$ cat src/rtl/hellorld_rx.sv
// UART 8N1 receiver for the hellorld stream: deserialises rx_in into a small
// FIFO with valid/ready output and sticky framing/overrun flags.
module hellorld_rx #(
    parameter int FIFO_DEPTH  = 4,
    parameter int SYNC_STAGES = 2
) (
    input  logic        wb_clk_i,
    input  logic        wb_rst_i,
    input  logic        rx_in,
    input  logic [11:0] baud_div,
    output logic [7:0]  m_data,
    output logic        m_valid,
    input  logic        m_ready,
    output logic        busy,
    output logic        frame_err,
    output logic        overrun,
    input  logic        clr_flags
);

    localparam int AW = $clog2(FIFO_DEPTH);
    localparam int CW = AW + 1;
    localparam logic [CW-1:0] FULL_CNT = CW'(FIFO_DEPTH);

    typedef enum logic [2:0] {
        S_IDLE,
        S_START,
        S_DATA,
        S_STOP,
        S_BREAK
    } state_e;

    logic [SYNC_STAGES-1:0] sync_q;
    logic                   rx_s;

    state_e      state_q, state_d;
    logic [11:0] cnt_q, cnt_d;
    logic [2:0]  bit_q, bit_d;
    logic [7:0]  shreg_q, shreg_d;
    logic        push_q, push_d;
    logic [7:0]  pdata_q, pdata_d;
    logic        ferr_q, ferr_d;
    logic        ovr_q, ovr_d;
    logic        ferr_set;
    logic [11:0] half;

    logic [7:0]    mem_q [FIFO_DEPTH];
    logic [AW-1:0] wr_q, rd_q;
    logic [CW-1:0] count_q;
    logic          pop, full, wr_en, ovr_set;

    // Synchroniser resets high so a reset never looks like a start bit.
    always_ff @(posedge wb_clk_i or posedge wb_rst_i) begin
        if (wb_rst_i) begin
            sync_q <= '1;
        end else begin
            sync_q <= {sync_q[SYNC_STAGES-2:0], rx_in};
        end
    end

    assign rx_s = sync_q[SYNC_STAGES-1];
    assign half = {1'b0, baud_div[11:1]};

    always_ff @(posedge wb_clk_i or posedge wb_rst_i) begin
        if (wb_rst_i) begin
            state_q <= S_IDLE;
            cnt_q   <= '0;
            bit_q   <= '0;
            shreg_q <= '0;
            push_q  <= 1'b0;
            pdata_q <= '0;
            ferr_q  <= 1'b0;
            ovr_q   <= 1'b0;
        end else begin
            state_q <= state_d;
            cnt_q   <= cnt_d;
            bit_q   <= bit_d;
            shreg_q <= shreg_d;
            push_q  <= push_d;
            pdata_q <= pdata_d;
            ferr_q  <= ferr_d;
            ovr_q   <= ovr_d;
        end
    end

    // Magnitude compares keep a mid-frame baud reduction from stalling.
    always_comb begin
        state_d  = state_q;
        cnt_d    = cnt_q + 12'd1;
        bit_d    = bit_q;
        shreg_d  = shreg_q;
        push_d   = 1'b0;
        pdata_d  = pdata_q;
        ferr_set = 1'b0;
        unique case (state_q)
            S_IDLE: begin
                if (!rx_s) begin
                    cnt_d   = '0;
                    state_d = S_START;
                end
            end
            S_START: begin
                if (cnt_q >= half) begin
                    if (!rx_s) begin
                        cnt_d   = '0;
                        bit_d   = '0;
                        state_d = S_DATA;
                    end else begin
                        state_d = S_IDLE;
                    end
                end
            end
            S_DATA: begin
                if (cnt_q >= baud_div) begin
                    shreg_d = {rx_s, shreg_q[7:1]};
                    cnt_d   = '0;
                    if (bit_q == 3'd7) begin
                        state_d = S_STOP;
                    end else begin
                        bit_d = bit_q + 3'd1;
                    end
                end
            end
            S_STOP: begin
                if (cnt_q >= baud_div) begin
                    cnt_d = '0;
                    if (rx_s) begin
                        push_d  = 1'b1;
                        pdata_d = shreg_q;
                        state_d = S_IDLE;
                    end else begin
                        ferr_set = 1'b1;
                        state_d  = S_BREAK;
                    end
                end
            end
            S_BREAK: begin
                if (rx_s) begin
                    state_d = S_IDLE;
                end
            end
            default: state_d = S_IDLE;
        endcase
    end

    assign pop     = m_valid && m_ready;
    assign full    = (count_q == FULL_CNT);
    assign wr_en   = push_q && (!full || pop);
    assign ovr_set = push_q && full && !pop;

    assign ferr_d = ferr_set | (ferr_q & ~clr_flags);
    assign ovr_d  = ovr_set | (ovr_q & ~clr_flags);

    always_ff @(posedge wb_clk_i or posedge wb_rst_i) begin
        if (wb_rst_i) begin
            for (int i = 0; i < FIFO_DEPTH; i++) begin
                mem_q[i] <= '0;
            end
        end else if (wr_en) begin
            mem_q[wr_q] <= pdata_q;
        end
    end

    always_ff @(posedge wb_clk_i or posedge wb_rst_i) begin
        if (wb_rst_i) begin
            wr_q    <= '0;
            rd_q    <= '0;
            count_q <= '0;
        end else begin
            if (wr_en) begin
                wr_q <= wr_q + AW'(1);
            end
            if (pop) begin
                rd_q <= rd_q + AW'(1);
            end
            if (wr_en && !pop) begin
                count_q <= count_q + CW'(1);
            end else if (!wr_en && pop) begin
                count_q <= count_q - CW'(1);
            end
        end
    end

    assign m_data    = mem_q[rd_q];
    assign m_valid   = (count_q != '0);
    assign busy      = (state_q != S_IDLE);
    assign frame_err = ferr_q;
    assign overrun   = ovr_q;

endmodule

$ cat config.mk
export PLATFORM = sky130hd
export DESIGN_NAME = hellorld_rx
export DESIGN_NICKNAME = d
export VERILOG_FILES = /design/src/rtl/hellorld_rx.sv
export SDC_FILE = /design/constraint.sdc
export NUM_CORES = 1
export LEC_CHECK = 0
export ABC_AREA = 1
export BUFFER_PORTS_ARGS = -buffer_cell sky130_fd_sc_hd__buf_2
export CAP_MARGIN = 25
export CORE_MARGIN = 3
export CORE_UTILIZATION = 53
export CTS_CLUSTER_DIAMETER = 80
export CTS_CLUSTER_SIZE = 40
export DETAILED_ROUTE_END_ITERATION = 8
export HOLD_SLACK_MARGIN = 0.15
export MAX_ROUTING_LAYER = met4
export PLACE_DENSITY = 0.71
export SLEW_MARGIN = 10
export SYNTH_ARGS = -nofsm -noshare
export SYNTH_HDL_FRONTEND = slang
export SYNTH_SLANG_ARGS = --single-unit
$ cat constraint.sdc
create_clock -name wb_clk_i -period 2.6 [get_ports wb_clk_i]
set_input_delay 0.39 -clock wb_clk_i [delete_from_list [all_inputs] [get_ports wb_clk_i]]
set_output_delay 0.39 -clock wb_clk_i [all_outputs]
set_load 0.005 [all_outputs]
==> results of run 1 <==
[final timing paths]
kind                                        startpoint                endpoint  slack [ns]  cells past startpoint
worst max-delay path            count_q[1]$_DFFE_PP0P_  count_q[1]$_DFFE_PP0P_        0.43                     10
worst min-delay path                         clr_flags     frame_err$_DFF_PP0_        0.25                      2
worst max register to register  count_q[1]$_DFFE_PP0P_  count_q[1]$_DFFE_PP0P_        0.43                     10
worst min register to register     sync_q[0]$_DFF_PP1_     sync_q[1]$_DFF_PP1_        0.36                      0
max in group asynchronous                     wb_rst_i     rd_q[0]$_DFFE_PP0N_        1.25                      4
min in group asynchronous                     wb_rst_i    bit_q[1]$_DFFE_PP0P_        0.67                      3
[Yosys cell counts (all sizes together), types with 3 or more instances]
cell and number:
xor2 10, nand3b 3, inv 75, nor4 3
nor2 53, nand3 23, ha 31, dfrtp 76
buf 6, nand2 142, a21oi 7, nor3 4
o22ai 9, o21ai 71, clkbuf 5
[where the power goes]
group / internal (mW) / total, mW / switching (mW)
clock: 0.658 / 1.07 / 0.409
sequential: 1.31 / 1.42 / 0.113
combinational: 0.427 / 1.13 / 0.704
[per-layer routing]
layer / routed length, microns / GRT usage [%] / vias to the layer above
li1: - / - / 1750
met1: 3933 / 28.99 / 1569
met2: 4010 / 31.22 / 92
met3: 624 / 5.708 / 9
met4: 98 / 5.450 / 0
met5: 0 / - / -
[sequential cells by signal (all words and copies together), names as in the netlist]
name	flops
mem_q	32
cnt_q	12
pdata_q	8
shreg_q	8
bit_q	3
count_q	3
state_q	3
rd_q	2
sync_q	2
wr_q	2
frame_err	1
overrun	1
push_q	1
[cell type report]
type / count / share of cell area (%)
clock buffer: 11 / 2.945
clock inverter: 4 / 1.981
inverter: 76 / 5.942
multi-input combinational: 363 / 41.70
sequential: 78 / 40.71
tap: 102 / 2.658
timing repair buffer: 33 / 4.066
[timing repair]
action,in CTS,in global routing
setup buffers,0,0
hold buffers,2,0
setup endpoints to repair,0,0
hold endpoints to repair,26,0
gates resized for setup,0,0
[worst reg2reg max path, delay by kind of cell, from the launching register on]
family        cells  cell delay (ns)
simple gates      5             0.59
mux               1             0.27
buf+inv           2             0.16
flops             1             0.43
fa+ha+maj         2             0.62
[layout by cell type (no fill, tap or decap), drive strengths merged, types with 2 or more instances in the layout]
| master | instances |
|---|---|
| nand3 | 23 |
| ha | 31 |
| xnor2 | 2 |
| dlygate4sd3 | 2 |
| nor2 | 53 |
| clkinv | 2 |
| xor2 | 10 |
| nand3b | 3 |
| o22ai | 9 |
| bufinv | 3 |
| a21oi | 7 |
| o21ai | 71 |
| dfrtp | 76 |
| inv | 75 |
| nand4 | 2 |
| nor4 | 3 |
| buf | 31 |
| dfstp | 2 |
| nor3 | 4 |
| clkbuf | 11 |
| nand2 | 142 |
[cell families (layout without fill, tap and decap cells)]
family | Yosys count | count (layout)
adders and majority gates | 32 | 32
and+or+nand+nor | 231 | 231
xor gates and xnor gates | 12 | 12
buffers and inverters | 87 | 124
muxes | 1 | 1
DFF | 78 | 78
AOI/OAI and AO/OA | 87 | 87
==> impl_metrics.json, run 1 <==
{
  "crit_buf_inv": 2,
  "grtUsageTotal_pct": 21.17,
  "clk_pin_slew_ns": 0.08,
  "vias_per_cell": 5.127,
  "die_w_microns": 96.29,
  "ys_seq_area_share_pct": 45.24,
  "io_buffer_count": 28,
  "drc": 0,
  "synth_enable_flop_cells": 0,
  "ir_worst_vdd_uv": 436.8,
  "synth_area_sq_um": 4320,
  "period_share_pct": 83.33,
  "die_area_sq_um": 9271,
  "max_freq_ghz": 0.4616,
  "grt_pass1_wl_microns": 14770,
  "ys_ff_latch": 78,
  "dpl_cell_area_sq_um": 4544,
  "arrival_ns": 2.39,
  "synth-adder-area-share_pct": 9.441,
  "clock-root-buffer": "clkbuf_8",
  "period_minus_slack_ns": 2.167,
  "p_per_area_nw_per_um2": 754.1,
  "cts_made_buffers": 9,
  "synth-compound-area-share_pct": 10.95,
  "slew_violations": 0,
  "fin_area_sq_um": 4801,
  "seqCellArea_sq_um": 1954,
  "multi_input_area_sq_um": 2002,
  "synthTopCellsByArea": "dfrtp_1 44%, nand2_1 12%, ha_1 9.0%",
  "cp-start-kind": "flop",
  "crit_type": "reg2reg",
  "layout-drive-gt1-share_pct": 13.81,
  "fin_util_pct": 61.49,
  "crit_required_ns": 2.82,
  "status": "complete, no violations",
  "ys.flop_type": "dfrtp_1",
  "synth_simple_gate_area_share_pct": 23.26,
  "fin_setup_tns_ns": 0,
  "ant_nets": 0,
  "core-area_sq_um": 7807,
  "crit_family": "adder cells",
  "crit_chain": "nor2_2 -> nand2_2 -> nand2_1 -> nand3_1 -> nand2_1 -> inv_1 -> ha_1 -> inv_1 -> fa_1 -> mux2_2",
  "area_growth_pct": 11.12,
  "async_reset_ff_share_pct": 100.0,
  "setup_viol": 0,
  "dr.pass1.iters": 4,
  "post-place-ws_ns": 0.4194,
  "htree_levels": 3,
  "fin_skew_ns": 0.009431,
  "nNetsFinal": 610,
  "fp.dieH_microns": 96.29,
  "wl_per_cell_microns": 12.99,
  "n_antenna_cell": 0,
  "synthMuxAreaShare_pct": 0.2606,
  "grt_overflow": 0,
  "vias": 3420,
  "wirelength_microns": 8667,
  "whs_ns": 0.2538,
  "ios": 29,
  "hold_viol_final": 0,
  "gp_congestion": 0.8835,
  "fillers": 697,
  "maxCapViolCount": 0,
  "num_rows": 32,
  "grt_pass1_vias": 3231,
  "synth.avg_cell_area_sq_um": 8.183,
  "syn_inst": 528,
  "clock_latency_ns": 0.34,
  "syn-num-nets": 577,
  "start_util_pct": 55.34,
  "antenna_found_initial": 0,
  "dp_hpwl_microns": 6213,
  "timing.slew.headroom_pct": 58.68,
  "cp_slowest_cell": "dfrtp_1",
  "synth-xor-area-share_pct": 2.433,
  "holdCritPathClass": "in2reg",
  "cts_tree": "done",
  "synthDistinctLibCells": 31,
  "crit_fanout": 3,
  "dp_cells": 650,
  "numClockSinks": 78,
  "rsz0062_at_grt": "no",
  "finalPower_mw": 3.620,
  "p_leak_nw": 2.598,
  "yosys.area.top_type": "dfrtp_1",
  "drt-initial-drc-count": 163,
  "yosysWarnings": 0,
  "end_kind": "flop",
  "final.setup.worst_slack_ns": 0.4334,
  "grt_start_max_net_pins": 52,
  "instances_no_fill": 667,
  "yosysTopAreaCellShare_pct": 44.02,
  "worst_slew_pin_slew_ns": 0.6188,
  "clock_path_buffers": 2,
  "synth_top_family_by_area": "simple AND/OR/NAND/NOR gates",
  "max_stage_delay_ns": 0.43
}
(Power assumes the default switching activity.)
==> run 2, diff against run 1 <==
ABC_AREA = 0   (was 1)
PLACE_DENSITY = 0.74   (was 0.71)
clock period = 1.95 ns   (was 2.6 ns; I/O delays follow)
==> run 2 against run 1 <==
Against the previous run:
- the flow now finishes with violations (negative setup slack)
- fmax down 7.0%
- sequential cell count unchanged
- final cell count decreased by 24%
- clock skew increased by 0.0042 ns
- area after synthesis shrank 7.2%
- sequential power grew 37%
- first-iteration DRC count down 24%
- count of clock-buffer cells in the layout is 2 lower
- critical path type unchanged
- largest cell class unchanged
- highest routed layer unchanged
==> impl_metrics.json, run 2 <==
{
  "setup_viol": 35,
  "yosysWarnings": 0,
  "htree_levels": 3,
  "synth_area_sq_um": 4008,
  "area_growth_pct": 28.41,
  "gp_congestion": 0.8142,
  "numClockSinks": 78,
  "clock-root-buffer": "clkbuf_8",
  "max_stage_delay_ns": 0.48,
  "start_util_pct": 54.96,
  "crit_fanout": 8,
  "slew_violations": 0,
  "pwr-share-comb_pct": 34.1,
  "final_common_cell": "dfrtp_1",
  "max_freq_ghz": 0.4291,
  "rr_worst_depth": 6,
  "crit_chain": "ha_4 -> and4_4 -> or4b_4 -> and2_4 -> nor2_8 -> mux2_4",
  "ys.flop_type": "dfrtp_1",
  "grtUsageTotal_pct": 21.40,
  "rsz0062_at_grt": "yes",
  "fin_skew_ns": 0.01359,
  "fin_setup_tns_ns": -11.18,
  "async_reset_ff_share_pct": 100.0,
  "cts_made_buffers": 9,
  "hp-start": "m_ready",
  "n_antenna_cell": 0,
  "power_frac_clock_pct": 24.6,
  "reg2reg_to": "shreg_q[3]$_DFFE_PP0P_",
  "violations": "negative setup slack",
  "crit_required_ns": 2.18,
  "grt_pass1_wl_microns": 13940,
  "instances_no_fill": 510,
  "fp.dieH_microns": 92.96,
  "clock_path_buffers": 2,
  "min_to": "rd_q[1]$_DFFE_PP0N_",
  "switchingPower_mw": 1.582,
  "syn_inst": 312,
  "nNetsFinal": 455,
  "whs_ns": 0.2514,
  "grt_overflow": 0,
  "crit_path_start": "cnt_q[10]$_DFF_PP0_",
  "largest_reg_flops": 32,
  "arrival_ns": 2.56,
  "ios": 29,
  "drc": 0,
  "clock_latency_ns": 0.36,
  "dr.pass1.iters": 4,
  "yosysTopAreaCellShare_pct": 47.46,
  "synth.most_common_cell": "dfrtp_1",
  "holdPathStages": 3,
  "die_w_microns": 92.96,
  "yosys.area.top_type": "dfrtp_1",
  "wirelength_microns": 8252,
  "crit-reg2reg-launch": "cnt_q[10]$_DFF_PP0_",
  "cellInternalPower_mw": 3.120,
  "holdCritPathClass": "in2reg",
  "worst_slew_pin_slew_ns": 0.4486,
  "layout.cells.most_common_list": "74 x dfrtp_1, 54 x buf_4, 40 x mux2_2",
  "syn-num-nets": 361,
  "period_minus_slack_ns": 2.331,
  "fillers": 530,
  "post-place-ws_ns": -0.4584,
  "period_share_pct": 119.5,
  "final.setup.worst_slack_ns": -0.3807,
  "crit_type": "reg2reg",
  "synth_enable_flop_cells": 0,
  "ys_seq_area_share_pct": 48.77,
  "cts_tree": "done",
  "status": "finished, violations left",
  "synthTopCellsByArea": "dfrtp_1 47%, mux2_2 13%, ha_1 9.7%",
  "p_leak_nw": 2.588,
  "drt-initial-drc-count": 124,
  "synth_common_cells": "76 x dfrtp_1, 48 x mux2_2, 31 x ha_1",
  "ant_nets": 0,
  "worst-r2r-setup-slack_ns": -0.38,
  "end_kind": "flop",
  "top_regs": "mem_q (32), cnt_q (12)",
  "ys_ff_latch": 78,
  "fin_util_pct": 70.57,
  "cp-start-kind": "flop",
  "grt_pass1_vias": 2872,
  "die_area_sq_um": 8641,
  "maxCapViolCount": 0,
  "clk_pin_slew_ns": 0.09,
  "wl_per_cell_microns": 16.18,
  "core-area_sq_um": 7292,
  "hold_viol_final": 0,
  "io_buffer_count": 28,
  "antenna_found_initial": 0,
  "synth.avg_cell_area_sq_um": 12.84,
  "dp_cells": 482,
  "synthDistinctLibCells": 47,
  "p_per_area_nw_per_um2": 913.6,
  "layout-drive-gt1-share_pct": 48.91,
  "netSwitchingFraction_pct": 33.65,
  "grt_start_max_net_pins": 53,
  "vias_per_cell": 5.388,
  "num_rows": 31,
  "seqPwrFrac_pct": 41.3,
  "dp_hpwl_microns": 5794,
  "vias": 2748,
  "top_register": "mem_q",
  "ir_worst_vdd_uv": 660.3,
  "timing.slew.headroom_pct": 70.09,
  "cp_slowest_cell": "or4b_4"
}
run 2: cells by family after synthesis:
family | share of synthesized area [%]
AOI/OAI and AO/OA | 6.120
xor gates and xnor gates | 3.497
adders and majority gates | 10.18
buffers and inverters | 3.122
DFF | 48.77
muxes | 18.55
and+or+nand+nor | 9.772
run 2: cell type report:
class / count / area (sq um) / share of cell area, %
Clock buffer: 9 / 123.9 / 2.407
Clock inverter: 7 / 63.81 / 1.240
Sequential cell: 78 / 1957 / 38.03
Multi-Input combinational cell: 207 / 2157 / 41.92
Tap cell: 99 / 123.9 / 2.407
Timing Repair Buffer: 89 / 638.1 / 12.40
Inverter: 21 / 82.58 / 1.605
run 2: worst max-delay path: cells and delay by family (launching register included):
kind,cells,cell delay [ns]
fa+ha+maj,1,0.31
simple gates,4,1.15
mux,1,0.33
flops,1,0.43
run 2: through the flow:
step	power (mW)	area, sq um
global placement	3.255	4639
floorplan	2.772	4033
global route	5.000	5146
detailed placement	3.305	4639
finish	4.702	5146
CTS	4.605	5011
run 2: what timing repair did:
item                       in CTS  in global routing
hold buffers                    3                  0
hold endpoints to repair       78                  0
buffers inserted                4                  6
setup endpoints to repair      38                 40
pin swaps                      16                 15
resized for setup              27                 18
run 2: worst max path at each step:
stage / end / slack (ns) / depth (start not counted)
6_report: shreg_q[3]$_DFFE_PP0P_ / -0.38 / 6
5_1_grt: shreg_q[6]$_DFFE_PP0P_ / -0.44 / 6
4_1_cts: shreg_q[3]$_DFFE_PP0P_ / -0.39 / 6
3_5_place_dp: pdata_q[1]$_DFFE_PP0P_ / -0.46 / 9
3_3_place_gp: state_q[0]$_DFFE_PP0P_ / -0.41 / 10
2_1_floorplan: pdata_q[1]$_DFFE_PP0P_ / -0.31 / 8
run 2: layer usage:
| metal | global-route usage (%) | vias to the layer above | wire, microns |
|---|---|---|---|
| li1 | - | 1307 | - |
| met1 | 26.77 | 1375 | 3527 |
| met2 | 34.67 | 54 | 4261 |
| met3 | 6.174 | 12 | 347 |
| met4 | 5.006 | 0 | 114 |
| met5 | - | - | 0 |
run 2: power groups by stage:
stage | Clock (mW) | Sequential [mW] | Combinational [mW]
after floorplan | 0 | 1.96 | 0.815
after detailed placement | 0 | 1.96 | 1.35
after global routing | 1.25 | 1.96 | 1.78
after global placement | 0 | 1.95 | 1.31
after CTS | 1.18 | 1.94 | 1.49
final | 1.16 | 1.94 | 1.60
